### src/rtl/ula_pkg.sv
// ula_pkg: shared constants for the ULA issue path.
//   - 4-bit ULA OP codes (including ILLEGAL_OP, for which the ULA returns 0)
//   - instruction opcode[31:26] and funct[5:0] values recognised by ula_decode
//   - sext16: sign-extends a 16-bit immediate to 32 bits
package ula_pkg;

    localparam logic [3:0] OP_AND     = 4'b0000;
    localparam logic [3:0] OP_OR      = 4'b0001;
    localparam logic [3:0] OP_XOR     = 4'b0011;
    localparam logic [3:0] OP_NOR     = 4'b0100;
    localparam logic [3:0] OP_ADD     = 4'b0101;
    localparam logic [3:0] OP_SUB     = 4'b0110;
    localparam logic [3:0] OP_SLTU    = 4'b0111;
    localparam logic [3:0] OP_SLT     = 4'b1000;
    localparam logic [3:0] OP_SLL     = 4'b1001;
    localparam logic [3:0] OP_SRL     = 4'b1010;
    localparam logic [3:0] OP_SRA     = 4'b1011;
    localparam logic [3:0] OP_LUI     = 4'b1100;
    localparam logic [3:0] ILLEGAL_OP = 4'b1111;

    localparam logic [5:0] OPC_RTYPE = 6'b000000;
    localparam logic [5:0] OPC_BEQ   = 6'b000100;
    localparam logic [5:0] OPC_BNE   = 6'b000101;
    localparam logic [5:0] OPC_ADDI  = 6'b001000;
    localparam logic [5:0] OPC_ADDIU = 6'b001001;
    localparam logic [5:0] OPC_SLTI  = 6'b001010;
    localparam logic [5:0] OPC_SLTIU = 6'b001011;
    localparam logic [5:0] OPC_ANDI  = 6'b001100;
    localparam logic [5:0] OPC_ORI   = 6'b001101;
    localparam logic [5:0] OPC_XORI  = 6'b001110;
    localparam logic [5:0] OPC_LUI   = 6'b001111;
    localparam logic [5:0] OPC_LW    = 6'b100011;
    localparam logic [5:0] OPC_SW    = 6'b101011;

    localparam logic [5:0] FN_SLL  = 6'b000000;
    localparam logic [5:0] FN_SRL  = 6'b000010;
    localparam logic [5:0] FN_SRA  = 6'b000011;
    localparam logic [5:0] FN_SLLV = 6'b000100;
    localparam logic [5:0] FN_SRLV = 6'b000110;
    localparam logic [5:0] FN_SRAV = 6'b000111;
    localparam logic [5:0] FN_ADD  = 6'b100000;
    localparam logic [5:0] FN_ADDU = 6'b100001;
    localparam logic [5:0] FN_SUB  = 6'b100010;
    localparam logic [5:0] FN_SUBU = 6'b100011;
    localparam logic [5:0] FN_AND  = 6'b100100;
    localparam logic [5:0] FN_OR   = 6'b100101;
    localparam logic [5:0] FN_XOR  = 6'b100110;
    localparam logic [5:0] FN_NOR  = 6'b100111;
    localparam logic [5:0] FN_SLT  = 6'b101010;
    localparam logic [5:0] FN_SLTU = 6'b101011;

    function automatic logic [31:0] sext16(input logic [15:0] imm);
        return {{16{imm[15]}}, imm};
    endfunction

endpackage

### src/rtl/ula_decode.sv
// ula_decode: combinational map from decoded-instruction fields and register
// values to the ULA OP code and operand pair, plus branch/illegal flags.
// Optional feature macro: ULA_ISSUE_OVF_EN adds ovf_chk (signed add/sub/addi).
// Ports:
//   opcode, funct, shamt, imm, rs_val, rt_val : instruction fields / operands
//   op, ln1, ln2                              : ULA OP and operands
//   is_branch, branch_ne                      : beq/bne marker and polarity
//   illegal                                   : instruction not recognised
//   ovf_chk (ULA_ISSUE_OVF_EN only)           : overflow is meaningful
module ula_decode
    import ula_pkg::*;
(
    input  logic [5:0]  opcode,
    input  logic [5:0]  funct,
    input  logic [4:0]  shamt,
    input  logic [15:0] imm,
    input  logic [31:0] rs_val,
    input  logic [31:0] rt_val,
    output logic [3:0]  op,
    output logic [31:0] ln1,
    output logic [31:0] ln2,
    output logic        is_branch,
    output logic        branch_ne,
`ifdef ULA_ISSUE_OVF_EN
    output logic        ovf_chk,
`endif
    output logic        illegal
);

    logic [31:0] imm_s;
    logic [31:0] imm_z;
    logic [31:0] sh_z;
    logic        legal;

    assign imm_s = sext16(imm);
    assign imm_z = {16'b0, imm};
    assign sh_z  = {27'b0, shamt};

    always_comb begin
        op        = ILLEGAL_OP;
        ln1       = '0;
        ln2       = '0;
        is_branch = 1'b0;
        branch_ne = 1'b0;
        legal     = 1'b1;
        case (opcode)
            OPC_RTYPE: begin
                case (funct)
                    FN_ADD, FN_ADDU: begin op = OP_ADD;  ln1 = rs_val; ln2 = rt_val; end
                    FN_SUB, FN_SUBU: begin op = OP_SUB;  ln1 = rs_val; ln2 = rt_val; end
                    FN_AND:          begin op = OP_AND;  ln1 = rs_val; ln2 = rt_val; end
                    FN_OR:           begin op = OP_OR;   ln1 = rs_val; ln2 = rt_val; end
                    FN_XOR:          begin op = OP_XOR;  ln1 = rs_val; ln2 = rt_val; end
                    FN_NOR:          begin op = OP_NOR;  ln1 = rs_val; ln2 = rt_val; end
                    FN_SLT:          begin op = OP_SLT;  ln1 = rs_val; ln2 = rt_val; end
                    FN_SLTU:         begin op = OP_SLTU; ln1 = rs_val; ln2 = rt_val; end
                    // ULA SLL shifts ln2 by ln1, while SRL/SRA shift ln1 by ln2.
                    FN_SLL:          begin op = OP_SLL;  ln1 = sh_z;   ln2 = rt_val; end
                    FN_SRL:          begin op = OP_SRL;  ln1 = rt_val; ln2 = sh_z;   end
                    FN_SRA:          begin op = OP_SRA;  ln1 = rt_val; ln2 = sh_z;   end
                    FN_SLLV:         begin op = OP_SLL;  ln1 = rs_val; ln2 = rt_val; end
                    FN_SRLV:         begin op = OP_SRL;  ln1 = rt_val; ln2 = rs_val; end
                    FN_SRAV:         begin op = OP_SRA;  ln1 = rt_val; ln2 = rs_val; end
                    default:         legal = 1'b0;
                endcase
            end
            OPC_ADDI, OPC_ADDIU,
            OPC_LW, OPC_SW:  begin op = OP_ADD;  ln1 = rs_val; ln2 = imm_s; end
            OPC_SLTI:        begin op = OP_SLT;  ln1 = rs_val; ln2 = imm_s; end
            OPC_SLTIU:       begin op = OP_SLTU; ln1 = rs_val; ln2 = imm_s; end
            OPC_ANDI:        begin op = OP_AND;  ln1 = rs_val; ln2 = imm_z; end
            OPC_ORI:         begin op = OP_OR;   ln1 = rs_val; ln2 = imm_z; end
            OPC_XORI:        begin op = OP_XOR;  ln1 = rs_val; ln2 = imm_z; end
            OPC_LUI:         begin op = OP_LUI;  ln1 = imm_z;  ln2 = '0;    end
            OPC_BEQ, OPC_BNE: begin
                op        = OP_SUB;
                ln1       = rs_val;
                ln2       = rt_val;
                is_branch = 1'b1;
                branch_ne = (opcode == OPC_BNE);
            end
            default: legal = 1'b0;
        endcase
        if (!legal) begin
            op  = ILLEGAL_OP;
            ln1 = '0;
            ln2 = '0;
        end
        illegal = !legal;
    end

`ifdef ULA_ISSUE_OVF_EN
    // Only the trapping forms; addu/subu/addiu wrap silently.
    assign ovf_chk = ((opcode == OPC_RTYPE) && ((funct == FN_ADD) || (funct == FN_SUB)))
                   || (opcode == OPC_ADDI);
`endif

endmodule

### src/rtl/ula_issue.sv
// ula_issue: two-stage initiator for the ULA operation interface.
//   S1 registers the decoded OP/operands and drives the ULA directly.
//   S2 captures the ULA result/Zero_flag and presents it downstream.
// Optional feature macro: ULA_ISSUE_OVF_EN adds out_overflow (signed add/sub/addi).
// Ports:
//   clk, rst_n                      : clock, async active-low reset
//   in_valid/in_ready, in_*         : instruction fields, operands, dest tag
//   alu_op/alu_ln1/alu_ln2          : ULA request (from S1 registers)
//   alu_result/alu_zero             : ULA combinational return
//   out_valid/out_ready, out_*      : result, tag, branch decision, illegal flag
module ula_issue
    import ula_pkg::*;
#(
    parameter int TAG_W = 5
) (
    input  logic             clk,
    input  logic             rst_n,
    input  logic             in_valid,
    output logic             in_ready,
    input  logic [5:0]       in_opcode,
    input  logic [5:0]       in_funct,
    input  logic [4:0]       in_shamt,
    input  logic [15:0]      in_imm,
    input  logic [31:0]      in_rs_val,
    input  logic [31:0]      in_rt_val,
    input  logic [TAG_W-1:0] in_tag,
    output logic [3:0]       alu_op,
    output logic [31:0]      alu_ln1,
    output logic [31:0]      alu_ln2,
    input  logic [31:0]      alu_result,
    input  logic             alu_zero,
    output logic             out_valid,
    input  logic             out_ready,
    output logic [31:0]      out_result,
    output logic [TAG_W-1:0] out_tag,
    output logic             out_branch_taken,
`ifdef ULA_ISSUE_OVF_EN
    output logic             out_overflow,
`endif
    output logic             out_illegal
);

    logic [3:0]       dec_op;
    logic [31:0]      dec_ln1;
    logic [31:0]      dec_ln2;
    logic             dec_is_branch;
    logic             dec_branch_ne;
    logic             dec_illegal;

    logic             s1_valid;
    logic [3:0]       s1_op;
    logic [31:0]      s1_ln1;
    logic [31:0]      s1_ln2;
    logic             s1_is_branch;
    logic             s1_branch_ne;
    logic             s1_illegal;
    logic [TAG_W-1:0] s1_tag;
    logic             s2_free;

`ifdef ULA_ISSUE_OVF_EN
    logic dec_ovf_chk;
    logic s1_ovf_chk;
    logic ovf_raw;
`endif

    ula_decode u_decode (
        .opcode    (in_opcode),
        .funct     (in_funct),
        .shamt     (in_shamt),
        .imm       (in_imm),
        .rs_val    (in_rs_val),
        .rt_val    (in_rt_val),
        .op        (dec_op),
        .ln1       (dec_ln1),
        .ln2       (dec_ln2),
        .is_branch (dec_is_branch),
        .branch_ne (dec_branch_ne),
`ifdef ULA_ISSUE_OVF_EN
        .ovf_chk   (dec_ovf_chk),
`endif
        .illegal   (dec_illegal)
    );

    assign s2_free  = !out_valid || out_ready;
    assign in_ready = !s1_valid || s2_free;

    assign alu_op  = s1_op;
    assign alu_ln1 = s1_ln1;
    assign alu_ln2 = s1_ln2;

    // When in_ready is high, whatever sits in S1 moves to S2 this edge, so S1
    // simply takes the new request (or empties).
    always_ff @(posedge clk or negedge rst_n) begin
        if (!rst_n) begin
            s1_valid     <= 1'b0;
            s1_op        <= ILLEGAL_OP;
            s1_ln1       <= '0;
            s1_ln2       <= '0;
            s1_is_branch <= 1'b0;
            s1_branch_ne <= 1'b0;
            s1_illegal   <= 1'b0;
            s1_tag       <= '0;
`ifdef ULA_ISSUE_OVF_EN
            s1_ovf_chk   <= 1'b0;
`endif
        end else if (in_ready) begin
            s1_valid <= in_valid;
            if (in_valid) begin
                s1_op        <= dec_op;
                s1_ln1       <= dec_ln1;
                s1_ln2       <= dec_ln2;
                s1_is_branch <= dec_is_branch;
                s1_branch_ne <= dec_branch_ne;
                s1_illegal   <= dec_illegal;
                s1_tag       <= in_tag;
`ifdef ULA_ISSUE_OVF_EN
                s1_ovf_chk   <= dec_ovf_chk;
`endif
            end
        end
    end

`ifdef ULA_ISSUE_OVF_EN
    always_comb begin
        ovf_raw = 1'b0;
        if (s1_op == OP_SUB)
            ovf_raw = (s1_ln1[31] != s1_ln2[31]) && (alu_result[31] != s1_ln1[31]);
        else
            ovf_raw = (s1_ln1[31] == s1_ln2[31]) && (alu_result[31] != s1_ln1[31]);
    end
`endif

    always_ff @(posedge clk or negedge rst_n) begin
        if (!rst_n) begin
            out_valid        <= 1'b0;
            out_result       <= '0;
            out_tag          <= '0;
            out_branch_taken <= 1'b0;
            out_illegal      <= 1'b0;
`ifdef ULA_ISSUE_OVF_EN
            out_overflow     <= 1'b0;
`endif
        end else if (s2_free) begin
            out_valid <= s1_valid;
            if (s1_valid) begin
                // Force 0 for illegal ops rather than trusting the ULA's reply.
                out_result       <= s1_illegal ? '0 : alu_result;
                out_tag          <= s1_tag;
                out_branch_taken <= s1_is_branch && (alu_zero ^ s1_branch_ne);
                out_illegal      <= s1_illegal;
`ifdef ULA_ISSUE_OVF_EN
                out_overflow     <= s1_ovf_chk && ovf_raw;
`endif
            end
        end
    end

endmodule

### config.mk
export PLATFORM = sky130hd
export DESIGN_NAME = ula_issue
export DESIGN_NICKNAME = d
export VERILOG_FILES = /design/src/rtl/ula_pkg.sv /design/src/rtl/ula_decode.sv /design/src/rtl/ula_issue.sv
export SDC_FILE = /design/constraint.sdc
export NUM_CORES = 1
export LEC_CHECK = 0
export ABC_AREA = 1
export CORE_MARGIN = 2
export CORE_UTILIZATION = 48
export DETAILED_ROUTE_END_ITERATION = 12
export PLACE_DENSITY = 0.86
export SYNTH_ARGS = -nofsm -noshare
export SYNTH_HDL_FRONTEND = slang
export SYNTH_HIERARCHICAL = 1
export SYNTH_SLANG_ARGS = --single-unit
### constraint.sdc
create_clock -name clk -period 1.9 [get_ports clk]
set_clock_uncertainty 0.2 [all_clocks]
set_input_delay 0.19 -clock clk [delete_from_list [all_inputs] [get_ports clk]]
set_output_delay 0.19 -clock clk [all_outputs]
set_load 0.01 [all_outputs]
==> impl_summary.md, run 1 <==
Global routing
The initial antenna violation count is 0. The via count of the first global-routing pass is 6864. The global-route usage over all layers is 0.307.

Entering global routing, the biggest net connects between 70 and 80 pins. Summed over all layers, the global routing overflow is 0. The first global-routing pass estimated 35000 microns of wire.

Logic synthesis
Synthesis produced a netlist with a net count of 1075. The number of synthesized register bits is 117. The total of warnings raised by yosys is 6. The count of distinct cell types in the synthesized netlist is 30.

The mean cell area of the mapped netlist is 6.96 sq um. The cell count after synthesis is 936. Of the synthesized area, sequential elements account for 0.450. In this run the cell area of the synthesized design comes to between 6000 and 7000 sq um.

Setup path
The slowest stage of the critical path is the sky130_fd_sc_hd__dfstp_2 cell. The critical path data arrival time is 1.47 ns. The type of destination of the critical path is a primary output. The buffer and inverter count on the worst path is 1. The required arrival time at the worst endpoint is about 1.5 ns.

The number of gates on the worst path with buffers counted is 1. The longest individual stage delay on the worst path is 0.53 ns. STA classifies the critical path startpoint as a flop.

Measured in cells, the most critical reg-to-reg path has a length of 4. In this run the worst path has a maximum fanout of 2. In this design, the largest share of critical-path delay is due to flip-flops. The signal on the critical path passes through clkdlybuf4s50_1. The critical path class is flop to primary output.

Detailed routing
After detailed routing, the total wire length is 22700 microns. The via count of the routed design is 7510. The post-detailed-route via-to-cell ratio is 5.31. The detailed router finished its first iteration with 854 violations. The routed wirelength normalized by instance count is around 16 microns. The residual antenna-violating net count after detailed routing is 0. The first-pass iteration count of the detailed router is 5. The DRC violation count after routing is 0.

Layout
In the final layout, the share of cells above drive strength 1 is 0.109. Once layout is complete, the utilization of the core stands at 0.777. Counting the fill cells in the layout gives ~970.

Leaving out fill and tap cells, the most frequent cells in the layout are 455 x sky130_fd_sc_hd__nand2_1, 236 x sky130_fd_sc_hd__clkdlybuf4s50_1, 154 x sky130_fd_sc_hd__nand3_1. 0 antenna diodes ended up in the layout. The layout overhead on the synthesized area is 58.0%. After the last flow step, the layout net total stands at 1363.

The library cell used most frequently in the layout, excluding fill and tap cells, is sky130_fd_sc_hd__nand2_1.

Placed design
The worst setup slack after placement is -0.359 ns. The HPWL after detailed placement is 16200 microns. The quantity of I/O buffers inserted on ports is 247.

The final weighted congestion in routability-driven placement is 0.978.

STA
The part of the cycle the worst path needs is 0.981. The slew at the pin closest to its max-slew limit is about 0.44 ns. Setup violations remaining at the end of the flow were counted as 0. The number of hold violations in the final report is 0.

The shortest clock period the worst path allows after layout is 1.86 ns. The relative slew slack is 0.707. The number of pins exceeding their max-slew limit in the final report is 0. The highest achievable clock rate is 537 MHz. The final worst setup slack is 0.0363 ns.

Floorplan
The die outline width is 121 microns. The number of placement rows is 42. The die span in y is roughly 120 microns. The floorplan step defined a die boundary enclosing 14500 sq um.

The initial utilization of the core area, before any placement, comes to 0.492. The core area is ~13000 sq um. During I/O placement, the number of pins put on the boundary was ~250.

CTS
The clock tree root driver cell is sky130_fd_sc_hd__clkbuf_16. The clock passes through at most 2 buffers. TritonCTS built the clock tree. The clock input transition at the sequential cells of the worst setup and hold paths is around 0.050 ns. The number of buffers added by the clock tree synthesis step is 17. The later pin in the worst-skew pair is clocked with a latency of 0.41 ns. The depth of the CTS H-tree is 4. The tree built by TritonCTS fans out to 117 sinks.

Job
The max-capacitance violation count is 0.

Worst hold path
The class of the tightest hold or removal check is input port to asynchronous set/reset pin.

Run status
The flow ran to the end, and the final reports show no timing, DRC or antenna violations.

Power and ir drop
VDD sags by at most 0.612 mV. The total power divided by cell area is between 800 and 900 nW/um^2. In this run the static leakage power is between 5 and 6 nW.
-- through the flow --
| step | std cells | area (sq um) | setup TNS (ns) | total power, mW | hold WS, ns |
|---|---|---|---|---|---|
| after floorplan | 936 | 6520 | 0 | 3.85 | -0.306 |
| after global placement | 1377 | 9580 | -20.19 | 5.13 | -0.0398 |
| after detailed placement | 1377 | 9580 | -20.56 | 5.18 | -0.0382 |
| after CTS | 1411 | 10200 | 0 | 8.42 | 0.0784 |
| after global routing | 1413 | 10300 | -0.0160 | 8.75 | 0.122 |
| final | 1413 | 10300 | 0 | 8.37 | 0.0841 |
-- Yosys cell counts, drive strengths merged --
| master | number | area share |
|---|---|---|
| nor4 | 1 | 0.00096 |
| a21oi | 7 | 0.0054 |
| buf | 42 | 0.042 |
| nand2 | 461 | 0.27 |
| dfstp | 4 | 0.016 |
| a21boi | 6 | 0.0069 |
| nand3 | 157 | 0.12 |
| dfrtp | 113 | 0.43 |
| nor3 | 3 | 0.0031 |
| and3 | 1 | 0.00096 |
| inv | 37 | 0.021 |
| nor2 | 38 | 0.026 |
| clkinv | 1 | 0.00058 |
| nand4 | 7 | 0.0067 |
| o2111ai | 1 | 0.0013 |
| o211ai | 1 | 0.0012 |
| o21bai | 1 | 0.0029 |
| o21ai | 43 | 0.033 |
| clkbuf | 12 | 0.0071 |
-- what timing repair did --
action                                 4_1_cts  5_1_grt
gates cloned                                 0        1
hold buffers                                 2        0
pin swaps                                    0        1
buffers inserted                             0        1
resized for setup                            1       20
setup endpoints to repair                    1       68
endpoints found under the hold margin      118        0
-- area by class of cell --
| cell class | instances | area [sq um] | share of cell area |
|---|---|---|---|
| repair buffers | 323 | 3250 | 0.316 |
| multi-input cells | 727 | 3150 | 0.306 |
| flip-flops and latches | 117 | 2930 | 0.285 |
| clock buffers | 21 | 480 | 0.0467 |
| well taps | 176 | 220 | 0.0214 |
| inverters | 38 | 143 | 0.0139 |
| clock inverters | 11 | 123 | 0.0119 |
-- registers in the layout, indices dropped and copies added, names as in the netlist, 4 cells and up --
signal	flops
alu_ln2	32
alu_op	4
s1_tag	5
alu_ln1	32
out_tag	5
out_result	32
-- worst reg2reg max path, delay by kind of cell, from the launching register on --
kind	cells	cell delay (ns)
and+or+nand+nor	2	0.31
buffers and inverters	1	0.25
DFF	1	0.40
AOI/OAI and AO/OA	1	0.23
-- final timing paths --
path	slack, ns	to	startpoint
setup / recovery	0.04	alu_op[3]	alu_op[3]
hold / removal	0.08	out_result[23]	rst_n
setup reg to reg	0.40	out_result[8]	out_valid
min in group clk	0.14	s1_tag[4]	in_tag[4]
max in group asynchronous	0.86	alu_op[0]	rst_n
hold reg to reg	0.26	alu_op[3]	alu_op[3]
-- cell families (layout without fill, tap and decap cells) --
group | Yosys count | count (layout) | synth area share
simple gates | 668 | 668 | 0.428
flops | 117 | 117 | 0.450
buf+inv | 92 | 393 | 0.0712
compound gates | 59 | 59 | 0.0507
-- where the power goes --
part / internal (mW) / total, mW / switching (mW) / leakage (nW)
sequential: 2.83 / 3.01 / 0.182 / 1.55
clock: 2.06 / 3.21 / 1.14 / 0.287
combinational: 1.11 / 2.15 / 1.05 / 3.33
-- layer usage --
layer,global-route usage,part of all wire,vias up
met5,0,0,-
met4,0.125,0.033,0
met3,0.0689,0.095,55
met2,0.493,0.48,446
met1,0.403,0.39,3432
li1,-,-,3577
Note: power is estimated with default switching activity, not from simulation.
==> run 2: changes to the inputs <==
- CORE_ASPECT_RATIO: default -> 0.75
- GPL_TIMING_DRIVEN: default -> 0
- SLEW_MARGIN: default -> 20
==> impl_summary.md, run 2 (synthesized netlist as in run 1, its figures left out) <==
Layout
The number of fill cells was 992 (+2.8%). The number of nets in the layout came to 1347 (-1.2%). The post-layout utilization of the core is 0.760 (-0.0172).

The fraction of layout instances using a drive strength above 1 is 0.0925 (-0.0166). The layout overhead on the synthesized area is 52.9%. The sequential cell area is 2930 sq um (unchanged). The cell area after layout came to 9960 sq um (-3.2%). The footprint of the multi-input gates is 3180 sq um (+1.1%). In the layout the commonest cells are 455 x sky130_fd_sc_hd__nand2_1, 231 x sky130_fd_sc_hd__clkdlybuf4s50_1, 154 x sky130_fd_sc_hd__nand3_1. The antenna cell count was 0 (unchanged).

The library cell used most frequently in the layout, excluding fill and tap cells, is sky130_fd_sc_hd__nand2_1.

Detailed routing
The routed wirelength normalized by instance count came to 17.2 microns (+7.4%). The met2 wire length is 10900 microns (+0.26%). The count of routing violations after the opening detailed-route iteration came to 750 (-12%). The met3 wirelength from detailed routing is 2820 microns (+31%). The DRC violation count after routing came to 0 (unchanged). The via count of the routed design is 7642 (+1.8%). The total wire length after detailed routing is 24000 microns (+5.8%). The top layer reached by signal wires is met4.

The residual antenna-violating net count after detailed routing is 0 (unchanged). The first-pass iteration count of the detailed router came to 6 (+1). The post-detailed-route via-to-cell ratio is 5.49 (+3.3%). The routed metal-1 wire length is 9770 microns (+9.1%).

Floorplan
The initial core utilization is 0.497 (+0.00507). The number of top-level pins was 248 (unchanged). The die span in y was 105 microns (-13%).

The die area is 14500 sq um (about the same). The die outline width is 139 microns (+15%). The number of placement rows was 36 (-14%). The core area is 13100 sq um (-1.0%).

CTS
TritonCTS built the clock tree. The clock input transition at the sequential cells of the worst setup and hold paths is 0.06 ns (about the same). The number of buffers added by the clock tree synthesis step was 17 (unchanged). The number of clock sinks is 117 (unchanged). The depth of the CTS H-tree is 4 (unchanged). The latest clock arrival within the worst-skew pair came to 0.40 ns (about the same). The maximum buffer depth of the clock tree is 2 (unchanged). The clock tree root driver cell is sky130_fd_sc_hd__clkbuf_16.

Placed design
The final weighted congestion in routability-driven placement was 0.926 (-5.4%). The quantity of I/O buffers inserted on ports came to 246 (-0.40%). The worst setup slack after placement is -0.777 ns (-0.417 ns). The HPWL after detailed placement is 17100 microns (+6.1%).

The placed cell area came to 9220 sq um (-3.8%).

STA
The number of pins exceeding their max-slew limit in the final report is 0 (unchanged). The highest achievable clock rate came to 536 MHz (-0.12%). The final total negative setup slack is 0 ns (unchanged). Setup repair after global routing left no endpoint under its margin.

The shortest clock period the worst path allows after layout is 1.87 ns (+0.00217 ns). The final worst setup slack is 0.0341 ns (-0.00217 ns). The part of the cycle the worst path needs is 0.982 (+0.00114). The number of hold violations in the final report is 0 (unchanged).

The relative slew slack is 0.612 (-0.0958). The slew at the pin closest to its max-slew limit is 0.583 ns (+0.144 ns). The number of setup violations in the final report is 0 (unchanged).

Power and ir drop
The total power divided by cell area is 856 nW/um^2 (+5.3%). The maximum vdd ir drop is 0.636 mV (+3.8%). The standby leakage power was 4.96 nW (-3.9%).

The total power is 8.53 mW (+1.9%).

Global routing
The via count of the first global-routing pass came to 7222 (+5.2%). The global-route usage over all layers is 0.328 (+0.0216). The pin count of the biggest net entering global routing is 80 (+11%). The global-route wire length before repair is 37800 microns (+7.9%). The global route total overflow is 0 (unchanged). The initial antenna violation count is 0 (unchanged).

Setup path
The required arrival time at the worst endpoint is 1.51 ns (about the same). The maximum fanout count along the critical path was 2 (unchanged). The sort of element at the start of the critical path is a flop. The buffer and inverter count on the worst path was 1 (unchanged).

The critical path's slowest cell is sky130_fd_sc_hd__dfstp_2. The family with the most delay on the worst path is flip-flops. The critical path data arrival time is 1.48 ns (about the same). STA classifies the critical path endpoint as a primary output. The longest individual stage delay on the worst path is 0.53 ns (about the same). By startpoint and endpoint, the worst setup path is classified as flop to primary output.

Walking the worst path, the cells encountered are clkdlybuf4s50_1.

Job
The max-capacitance violation count was 0 (unchanged).

Run status
The run finished with clean final reports.

Worst hold path
The worst hold path belongs to the class input port to asynchronous set/reset pin.
run 2: changes by cell type in the layout (fill, tap and decap cells not counted), moves of 3 or more:
cell / previous run / this run
sky130_fd_sc_hd__buf_1: 0 / 4
sky130_fd_sc_hd__buf_2: 1 / 19
sky130_fd_sc_hd__clkbuf_8: 4 / 0
sky130_fd_sc_hd__clkbuf_2: 0 / 3
sky130_fd_sc_hd__clkdlybuf4s50_1: 236 / 231
sky130_fd_sc_hd__buf_6: 2 / 9
sky130_fd_sc_hd__dlymetal6s2s_1: 8 / 4
sky130_fd_sc_hd__clkbuf_1: 0 / 9
sky130_fd_sc_hd__inv_6: 1 / 5
sky130_fd_sc_hd__buf_4: 59 / 17
sky130_fd_sc_hd__nor2_4: 4 / 8
sky130_fd_sc_hd__dlygate4sd2_1: 1 / 6
sky130_fd_sc_hd__buf_12: 13 / 0
run 2: worst reg2reg max path: cells and delay by family (launching register included):
kind                   cells  cell delay [ns]
and+or+nand+nor            3             0.44
DFF                        1             0.41
buffers and inverters      3             0.69
run 2: final timing paths:
| path | from | to | slack [ns] | cells past startpoint |
|---|---|---|---|---|
| worst min register to register | s1_tag[3] | out_tag[3] | 0.27 | 2 |
| worst min-delay path | rst_n | alu_ln2[24] | 0.07 | 2 |
| max in group asynchronous | rst_n | alu_ln2[11] | 0.72 | 3 |
| min in group clk | in_valid | s1_illegal | 0.10 | 4 |
| worst max register to register | s1_valid | alu_ln1[5] | 0.11 | 6 |
| worst max-delay path | alu_op[1] | alu_op[1] | 0.03 | 1 |
run 2: layout make-up:
class / instances / area share
multi-input combinational: 727 / 0.319
sequential: 117 / 0.294
timing repair buffer: 255 / 0.256
clock buffer: 17 / 0.0427
buffer: 52 / 0.0323
tap: 171 / 0.0215
clock inverter: 15 / 0.0195
inverter: 38 / 0.0147
run 2: repair_timing:
action                                 in CTS  in global routing
endpoints found under the hold margin     117                  0
buffers inserted                            5                  2
pin swaps                                   4                  3
hold buffers                                1                  0
resized for setup                          25                 17
setup endpoints to repair                  70                 57
run 2: power breakdown:
group	internal, mW	switching, mW	leakage (nW)
sequential	2.83	0.202	1.55
combinational	1.05	1.07	3.11
clock	2.10	1.28	0.299
total	5.98	2.55	4.96
run 2: through the flow:
stage / hold WS, ns / instances
after global placement: 0.251 / 1353
after global routing: 0.0802 / 1392
after CTS: 0.0676 / 1390
after floorplan: -0.306 / 936
final: 0.0661 / 1392
after detailed placement: -0.0690 / 1354
run 2: metal layers:
| layer | GRT usage | vias up |
|---|---|---|
| met5 | 0 | - |
| li1 | - | 3543 |
| met2 | 0.514 | 498 |
| met3 | 0.0935 | 55 |
| met1 | 0.445 | 3546 |
| met4 | 0.103 | 0 |
